$ cat config.mk
export PLATFORM = sky130hd
export DESIGN_NAME = quad_encoder_gen
export DESIGN_NICKNAME = d
export VERILOG_FILES = /design/src/rtl/quad_encoder_gen.sv
export SDC_FILE = /design/constraint.sdc
export NUM_CORES = 1
export LEC_CHECK = 0
export CAP_MARGIN = 20
export CORE_ASPECT_RATIO = 1.1
export CORE_MARGIN = 1
export CORE_UTILIZATION = 56
export DETAILED_ROUTE_END_ITERATION = 7
export PLACE_DENSITY = 0.79
export SYNTH_ARGS = -nofsm -noshare
export SYNTH_HDL_FRONTEND = slang
export SYNTH_SLANG_ARGS = --single-unit
export TNS_END_PERCENT = 5
$ cat constraint.sdc
create_clock -name clk -period 2.8 [get_ports clk]
set_input_delay 0.28 -clock clk [delete_from_list [all_inputs] [get_ports clk]]
set_output_delay 0.28 -clock clk [all_outputs]
set_load 0.03 [all_outputs]
$ cat src/rtl/quad_encoder_gen.sv
// quad_encoder_gen: step requests in, A/B quadrature Gray-code out.
// Ports: clk, rst_n (async, active-low), step_valid/step_dir/step_ready
// handshake, enc_a/enc_b registered phases, busy = ~step_ready,
// position = signed net step count (wraps modulo 2^POS_W).
// Optional build macro QENC_BOUNCE_EN adds an LFSR-driven contact
// bounce window of BOUNCE_LEN clocks on the changing line after each edge.
module quad_encoder_gen #(
    parameter int STEP_DIV   = 4096,
    parameter int BOUNCE_LEN = 512,
    parameter int POS_W      = 16
) (
    input  logic             clk,
    input  logic             rst_n,
    input  logic             step_valid,
    input  logic             step_dir,
    output logic             step_ready,
    output logic             enc_a,
    output logic             enc_b,
    output logic             busy,
    output logic [POS_W-1:0] position
);

    localparam int CNT_W = (STEP_DIV > 2) ? $clog2(STEP_DIV) : 1;
    localparam logic [CNT_W-1:0] CNT_LOAD = CNT_W'(STEP_DIV - 2);

    if (STEP_DIV < 2) begin : g_bad_div
        $error("STEP_DIV must be >= 2");
    end
    if (BOUNCE_LEN < 1 || BOUNCE_LEN >= STEP_DIV) begin : g_bad_bounce
        $error("BOUNCE_LEN must be in [1, STEP_DIV)");
    end

    typedef enum logic {
        IDLE,
        SETTLE
    } state_t;

    state_t           state_q, state_d;
    logic [CNT_W-1:0] cnt_q, cnt_d;
    logic             accept;
    logic [1:0]       ph_q, ph_d;
    logic [POS_W-1:0] pos_q;
    logic [1:0]       enc_q;

    // Phase index 0..3 maps to {a,b} = 00,10,11,01 (CW order).
    function automatic logic [1:0] gray(input logic [1:0] p);
        return {p[1] ^ p[0], p[1]};
    endfunction

    always_ff @(posedge clk or negedge rst_n) begin
        if (!rst_n) begin
            state_q <= IDLE;
            cnt_q   <= '0;
        end else begin
            state_q <= state_d;
            cnt_q   <= cnt_d;
        end
    end

    always_comb begin
        state_d = state_q;
        cnt_d   = cnt_q;
        accept  = 1'b0;
        unique case (state_q)
            IDLE: begin
                if (step_valid) begin
                    accept  = 1'b1;
                    state_d = SETTLE;
                    cnt_d   = CNT_LOAD;
                end
            end
            SETTLE: begin
                if (cnt_q == '0) begin
                    state_d = IDLE;
                end else begin
                    cnt_d = cnt_q - 1'b1;
                end
            end
            default: state_d = IDLE;
        endcase
    end

    // Reversal simply walks the index the other way.
    assign ph_d = step_dir ? ph_q + 2'd1 : ph_q - 2'd1;

    always_ff @(posedge clk or negedge rst_n) begin
        if (!rst_n) begin
            ph_q  <= '0;
            pos_q <= '0;
        end else if (accept) begin
            ph_q  <= ph_d;
            pos_q <= pos_q + (step_dir ? POS_W'(1) : {POS_W{1'b1}});
        end
    end

`ifdef QENC_BOUNCE_EN
    localparam int BCNT_W = $clog2(BOUNCE_LEN + 1);
    localparam logic [BCNT_W-1:0] BCNT_LOAD = BCNT_W'(BOUNCE_LEN - 1);

    logic [15:0]       lfsr_q;
    logic [BCNT_W-1:0] bcnt_q;
    logic [1:0]        old_q;

    // Fibonacci x^16+x^14+x^13+x^11+1, right-shifting, output bit 0.
    always_ff @(posedge clk or negedge rst_n) begin
        if (!rst_n) begin
            lfsr_q <= 16'hACE1;
        end else begin
            lfsr_q <= {lfsr_q[0] ^ lfsr_q[2] ^ lfsr_q[3] ^ lfsr_q[5],
                       lfsr_q[15:1]};
        end
    end

    // Old and new codes differ in one bit only, so muxing the whole
    // pair chatters the changing line and leaves the other one steady.
    always_ff @(posedge clk or negedge rst_n) begin
        if (!rst_n) begin
            enc_q  <= '0;
            old_q  <= '0;
            bcnt_q <= '0;
        end else if (accept) begin
            enc_q  <= gray(ph_d);
            old_q  <= gray(ph_q);
            bcnt_q <= BCNT_LOAD;
        end else if (bcnt_q != '0) begin
            enc_q  <= lfsr_q[0] ? gray(ph_q) : old_q;
            bcnt_q <= bcnt_q - 1'b1;
        end else begin
            enc_q <= gray(ph_q);
        end
    end
`else
    always_ff @(posedge clk or negedge rst_n) begin
        if (!rst_n) begin
            enc_q <= '0;
        end else if (accept) begin
            enc_q <= gray(ph_d);
        end
    end
`endif

    assign enc_a      = enc_q[1];
    assign enc_b      = enc_q[0];
    assign step_ready = (state_q == IDLE);
    assign busy       = ~step_ready;
    assign position   = pos_q;

endmodule

==> results of run 1 <==
==> cells in the final DEF (no fill, tap or decap), drive strengths merged, types with 2 or more instances in the layout <==
cell           instances
inv                   10
o211ai                 2
dfrtp                 32
mux2i                  2
nor3                   7
or4                    3
or2                    2
nor2b                  2
nor2                  16
nand2b                 3
xnor2                 10
o31ai                  2
o2111ai                2
a211o                  3
a21o                   3
clkdlybuf4s50         23
o21a                   3
nand3                 12
a211oi                 4
nand4                  6
buf                   24
and2                   2
o21ai                 22
a21oi                 15
nor4                   4
ha                    16
nand2                 29
o21bai                 2
clkbuf                 6
xor2                  11
==> worst max-delay path, delay by kind of cell <==
kind	cells	cell delay (ns)
adders and majority gates	1	0.32
xor gates and xnor gates	1	0.16
and+or+nand+nor	2	0.64
AOI/OAI and AO/OA	3	0.81
buffers and inverters	2	0.56
==> logic make-up after synthesis <==
group	share of synthesized area, %
compound gates	20.0
xor+xnor	8.53
flops	37.1
simple gates	20.1
mux	0.929
fa+ha+maj	10.2
buf+inv	3.13
==> metal layers <==
layer,track usage [%],up-vias
met1,33.5,954
met5,0,-
met2,46.9,51
li1,-,973
met3,5.63,12
met4,13.4,0
==> sequential cells by signal, summed over array words and instances, names as in the netlist <==
register  flops
ph_q          1
position     16
cnt_q        12
enc_q         2
busy          1
==> final cells by class <==
cell class                 instances  area (µm²)  share of cell area, %
multi-input combinational        194        1290                   47.6
sequential                        32         801                   29.6
timing repair buffer              47         410                   15.2
clock buffer                       6        72.6                   2.68
tap                               50        62.6                   2.31
inverter                          10        37.5                   1.39
clock inverter                     2        35.0                   1.29
==> report_power, final <==
group          switching (mW)  internal (mW)
clock                   0.184          0.264
sequential            0.00491          0.468
combinational          0.0697         0.0529
total                   0.258          0.785
==> through the flow <==
step / power, mW / cell area (µm²) / cells
floorplan: 0.548 / 2160 / 244
global placement: 0.601 / 2600 / 333
detailed placement: 0.604 / 2600 / 333
CTS: 1.05 / 2710 / 341
global route: 1.08 / 2710 / 341
finish: 1.04 / 2710 / 341
==> final timing paths <==
check,from,end
min reg2reg,position[15]$_DFFE_PN0P_,position[15]$_DFFE_PN0P_
max reg2reg,position[1]$_DFFE_PN0P_,position[15]$_DFFE_PN0P_
max in group asynchronous,rst_n,cnt_q[11]$_DFFE_PN0P_
min,rst_n,position[4]$_DFFE_PN0P_
min in group clk,position[15]$_DFFE_PN0P_,position[15]$_DFFE_PN0P_
max,step_dir,position[15]$_DFFE_PN0P_
==> metrics.md, run 1 <==
| Metric | Value |
|---|---|
| Pwr Density | 385 nW/µm² |
| WL met3 | 189 µm |
| DRT antenna net count | 0 |
| Vias in the first global route | 1954 |
| Dominant synthesized flop cell | dfrtp_1 |
| Fin. max-slew vios | 0 |
| Measured slew at the worst slew-check pin | 0.535 ns |
| RSZ-0062 raised after global routing | false |
| Vias post-DR | 1990 |
| # nets final | approximately 310 |
| Tmin final | 2.58 ns |
| Register area share after synthesis | 37.1% |
| Fmax | 0.387 GHz |
| Crit share post-route | 92.2% |
| Net Count, Synth | ~270 |
| CTS tree | done |
| Starting Density | 59.0% |
| Netlist Area Pre-Place | 2160 µm² |
| Grt ovf | 0 |
| Final Setup Violations | 0 |
| Initial antenna violation count | 0 |
| Wirelength per Cell | 14.6 µm |
| Hold_buf cts | 0 |
| Place WS | -0.0708 ns |
| DR pass1 iterations | 4 |
| Post-synth top cells | 32 x dfrtp_1, 29 x nand2_1, 17 x o21ai_0 |
| Worst R2R Setup Slack | 0.37 ns |
| Post-CTS Setup Bufs | 0 |
| Asr flop ratio synth | 100% |
| Largest net degree at the start of global routing | 41 |
| Clock slew at reported path FFs | approximately 0.080 ns |
| M1 wire length | 2170 µm |
| Crit Path Class | in -> reg |
| Total CTS buffers | 5 |
| Core area | 3650 µm² |
| Gr usage total | 28.0% |
| H-Tree Depth | 2 |
| Yosys top cell area share | 37.1% |
| Crit-path max FO | 4 |
| Clock latency on the worst-skew pair | 0.29 ns |
| IO buf count | 23 |
| Worst endpoint required time | 2.98 ns |
| Cells after Synth | between 200 and 250 |
| Worst min path class | in -> async |
| Post-synth EDFFs | 0 |
| Synthesized flop and latch total | 32 |
| IR drop worst, VDD | 0.311 mV |
| Total of max-cap violations | 0 |
| Final RePlAce weighted congestion | about 0.9 |
| CTS sink cnt | 32 |
| Fill cells | 285 |
| Status | complete, no violations |
| Slowest cell on crit path | or4_1 |
| Top cells by area, synth | dfrtp_1 37%, ha_1 9.3%, nand2_1 5.0% |
| Clock skew | between 0.009 and 0.01 ns |
| CP startpoint kind | input port |
| Slew margin rel. | 64.2% |
| CTS root buf | clkbuf_8 |
| I/O pins | 24 |
| Die H | 67.1 µm |
| Die Wd | around 60 µm |
| Worst Path Arrival | 2.76 ns |
| Layout cell share with drive strength beyond 1 | roughly an eighth |
| Setup_tns | 0 ns |
| Post-route core utilization | 74.1% |
| Hpwl dp | 3680 µm |
| Metal2 WL | 2490 µm |
| Drt drc | 0 |
| Biggest area consumer among synthesized cells | dfrtp_1 |
| ANT cells | 0 |
| Top Layer Used | met4 |
| CP Cell Sequence | clkdlybuf4s50_1 > inv_1 > ha_1 > a211oi_1 > o21ai_1 > a31oi_1 > nor4_1 > or4_1 > xor2_1 |
| Resized cells post-CTS | 0 |
| Top-count cell post-synth | dfrtp_1 |
| First-pass GRT wire length | 8420 µm |
| Initial DRC Count | 71 |
| Static Leakage | 1.17 nW |
| CP endpoint kind | flip-flop |
| Average cell area after synthesis | between 8 and 9 µm² |
| WHS | about 0.38 ns |
| Die area | roughly 4000 µm² |
| Via/cell ratio | 5.84 |
| Final Hold Viols | 0 |
| Final wirelength | 4970 µm |
| Setup ws final | 0.218 ns |
| Yosys cell types | 45 |
| Cell Rows | 23 |
| R2r worst-path depth | 7 |
| Number of synthesis warnings | 0 |
| P&R area growth vs syn | 25.5% |
| Clock Tree Buf Depth | 2 |
| Critical Path Max Stage Delay | between 0.5 and 0.6 ns |
Power figures use the tool's default switching activity.
==> run 2: changes to the inputs <==
CORE_MARGIN = 10   (was 1)
==> run 2 against run 1 <==
Non-clock buffer count is 2 lower. Register-to-register slack better by 0.06 ns. Clock power is 18% lower. Die area is 64% higher. Highest routed layer unchanged.
==> metrics.md, run 2 (same netlist as run 1, synthesis figures left out) <==
| Metric | Value |
|---|---|
| Clock latency on the worst-skew pair | 0.29 ns (about the same) |
| I/O pins | 24 (unchanged) |
| Crit path from | step_dir |
| CP startpoint kind | input port |
| R2r startpoint | position[1]$_DFFE_PN0P_ |
| CTS root buf | clkbuf_8 |
| CTS sink cnt | 32 (unchanged) |
| Pwr Density | 360 nW/µm² (-6.5%) |
| IR drop worst, VDD | 0.301 mV (-3.5%) |
| Resized cells post-CTS | 0 (unchanged) |
| # nets final | 309 (-0.64%) |
| Slew margin rel. | 67.8% (+3.6 points) |
| Largest net degree at the start of global routing | 41 (unchanged) |
| Vias post-DR | 1904 (-4.3%) |
| CP endpoint kind | flip-flop |
| First-pass GRT wire length | 8760 µm (+4.0%) |
| Wirelength per Cell | 14.6 µm (+0.57%) |
| Final wirelength | 4970 µm (about the same) |
| P&R area growth vs syn | 24.0% |
| Clock skew | 0.00769 ns (-0.00176 ns) |
| Largest register FFs | 16 (unchanged) |
| Starting Density | 58.5% (-0.46 points) |
| Gr usage total | 15.9% (-12 points) |
| Commonest non-fill, non-tap cells in the layout | 32 x dfrtp_1, 29 x nand2_1, 23 x clkdlybuf4s50_1 |
| IO buf count | 23 (unchanged) |
| RR Endpoint | position[15]$_DFFE_PN0P_ |
| Setup ws final | 0.268 ns (+0.0505 ns) |
| Grt ovf | 0 (unchanged) |
| Worst R2R Setup Slack | 0.43 ns (+0.06 ns) |
| Final Hold Viols | 0 (unchanged) |
| Hold_buf cts | 0 (unchanged) |
| Vias in the first global route | 1917 (-1.9%) |
| Layout cell share with drive strength beyond 1 | 11.8% (-0.95 points) |
| CTS tree | done |
| Worst Path Arrival | 2.71 ns (-0.05 ns) |
| Drt drc | 0 (unchanged) |
| Place WS | -0.0315 ns (+0.0393 ns) |
| Crit Path Class | in -> reg |
| R2r worst-path depth | 7 (unchanged) |
| Worst min path class | in -> async |
| Setup_tns | 0 ns (unchanged) |
| Measured slew at the worst slew-check pin | 0.479 ns (-0.0566 ns) |
| Worst endpoint required time | 2.98 ns (about the same) |
| Cell Rows | 23 (unchanged) |
| Status | complete, no violations |
| Tmin final | 2.53 ns (-0.0505 ns) |
| Initial DRC Count | 68 (-4.2%) |
| Total of max-cap violations | 0 (unchanged) |
| Core area | 3680 µm² (+0.79%) |
| Placed cell count | 331 (-0.60%) |
| Total CTS buffers | 5 (unchanged) |
| Static Leakage | 1.14 nW (-1.8%) |
| Clock slew at reported path FFs | 0.07 ns (about the same) |
| DRT antenna net count | 0 (unchanged) |
| CP Capture Point | position[15]$_DFFE_PN0P_ |
| Most common cell after layout, fill and taps aside | dfrtp_1 |
| Final RePlAce weighted congestion | 0.891 (-0.30%) |
| Crit-path max FO | 4 (unchanged) |
| Clock Tree Buf Depth | 2 (unchanged) |
| Die H | 85.1 µm (+27%) |
| Final Setup Violations | 0 (unchanged) |
| Fmax | 0.395 GHz (+2.0%) |
| Fin cells | 339 (-0.59%) |
| Fill cells | 311 (+9.1%) |
| Die Wd | 79.2 µm (+29%) |
| ANT cells | 0 (unchanged) |
| Post-CTS Setup Bufs | 0 (unchanged) |
| H-Tree Depth | 2 (unchanged) |
| Via/cell ratio | 5.62 (-3.8%) |
| Fin. max-slew vios | 0 (unchanged) |
| RSZ-0062 raised after global routing | false |
| Initial antenna violation count | 0 (unchanged) |
| Crit share post-route | 90.4% (-1.8 points) |
| DR pass1 iterations | 4 (unchanged) |
| Die area | 6730 µm² (+64%) |
| Hpwl dp | 3750 µm (+2.0%) |
[run 2: per-stage QoR]
| step | cell area [µm²] | utilization, % | hold WS (ns) | power (mW) |
|---|---|---|---|---|
| floorplan | 2160 | - | -0.0156 | 0.548 |
| global placement | 2580 | 70.1 | 0.469 | 0.602 |
| detailed placement | 2580 | 70.1 | 0.470 | 0.603 |
| CTS | 2670 | 72.6 | 0.398 | 0.975 |
| global route | 2670 | 72.6 | 0.410 | 1.00 |
| finish | 2670 | 72.6 | 0.387 | 0.963 |
[run 2: metal layers]
layer	wire, µm	GRT usage [%]	part of all wire, %
met5	0	0	0
met4	116	7.18	2.3
met3	209	4.11	4.2
met2	2490	26.8	50
met1	2150	18.2	43
[run 2: layout make-up]
type	instances	area (µm²)	area share, %
clock buffers	8	90.1	3.37
flip-flops and latches	32	801	29.9
repair buffers	45	395	14.8
inverters	10	37.5	1.40
well taps	50	62.6	2.34
multi-input cells	194	1290	48.2
[run 2: how the worst min path moves through the flow]
stage,endpoint,from,slack (ns),cells after the start
after floorplan,busy$_DFF_PN0_,rst_n,-0.02,0
after global placement,position[15]$_DFFE_PN0P_,position[15]$_DFFE_PN0P_,0.47,1
after detailed placement,position[15]$_DFFE_PN0P_,position[15]$_DFFE_PN0P_,0.47,1
after CTS,position[5]$_DFFE_PN0P_,rst_n,0.40,2
after global routing,position[5]$_DFFE_PN0P_,rst_n,0.41,2
final,position[5]$_DFFE_PN0P_,rst_n,0.39,2
[run 2: where the power goes]
| group | total, mW | switching (mW) | internal [mW] |
|---|---|---|---|
| clock network | 0.368 | 0.168 | 0.200 |
| logic | 0.122 | 0.0689 | 0.0528 |
| registers | 0.473 | 0.00486 | 0.468 |
| total | 0.963 | 0.242 | 0.721 |
[run 2: critical path: stages]
cell             delay (ns)
clkdlybuf4s50_1        0.48
inv_1                  0.08
ha_1                   0.32
a211oi_1               0.29
o21ai_1                0.14
a31oi_1                0.34
nor4_1                 0.10
or4_1                  0.53
xor2_1                 0.15
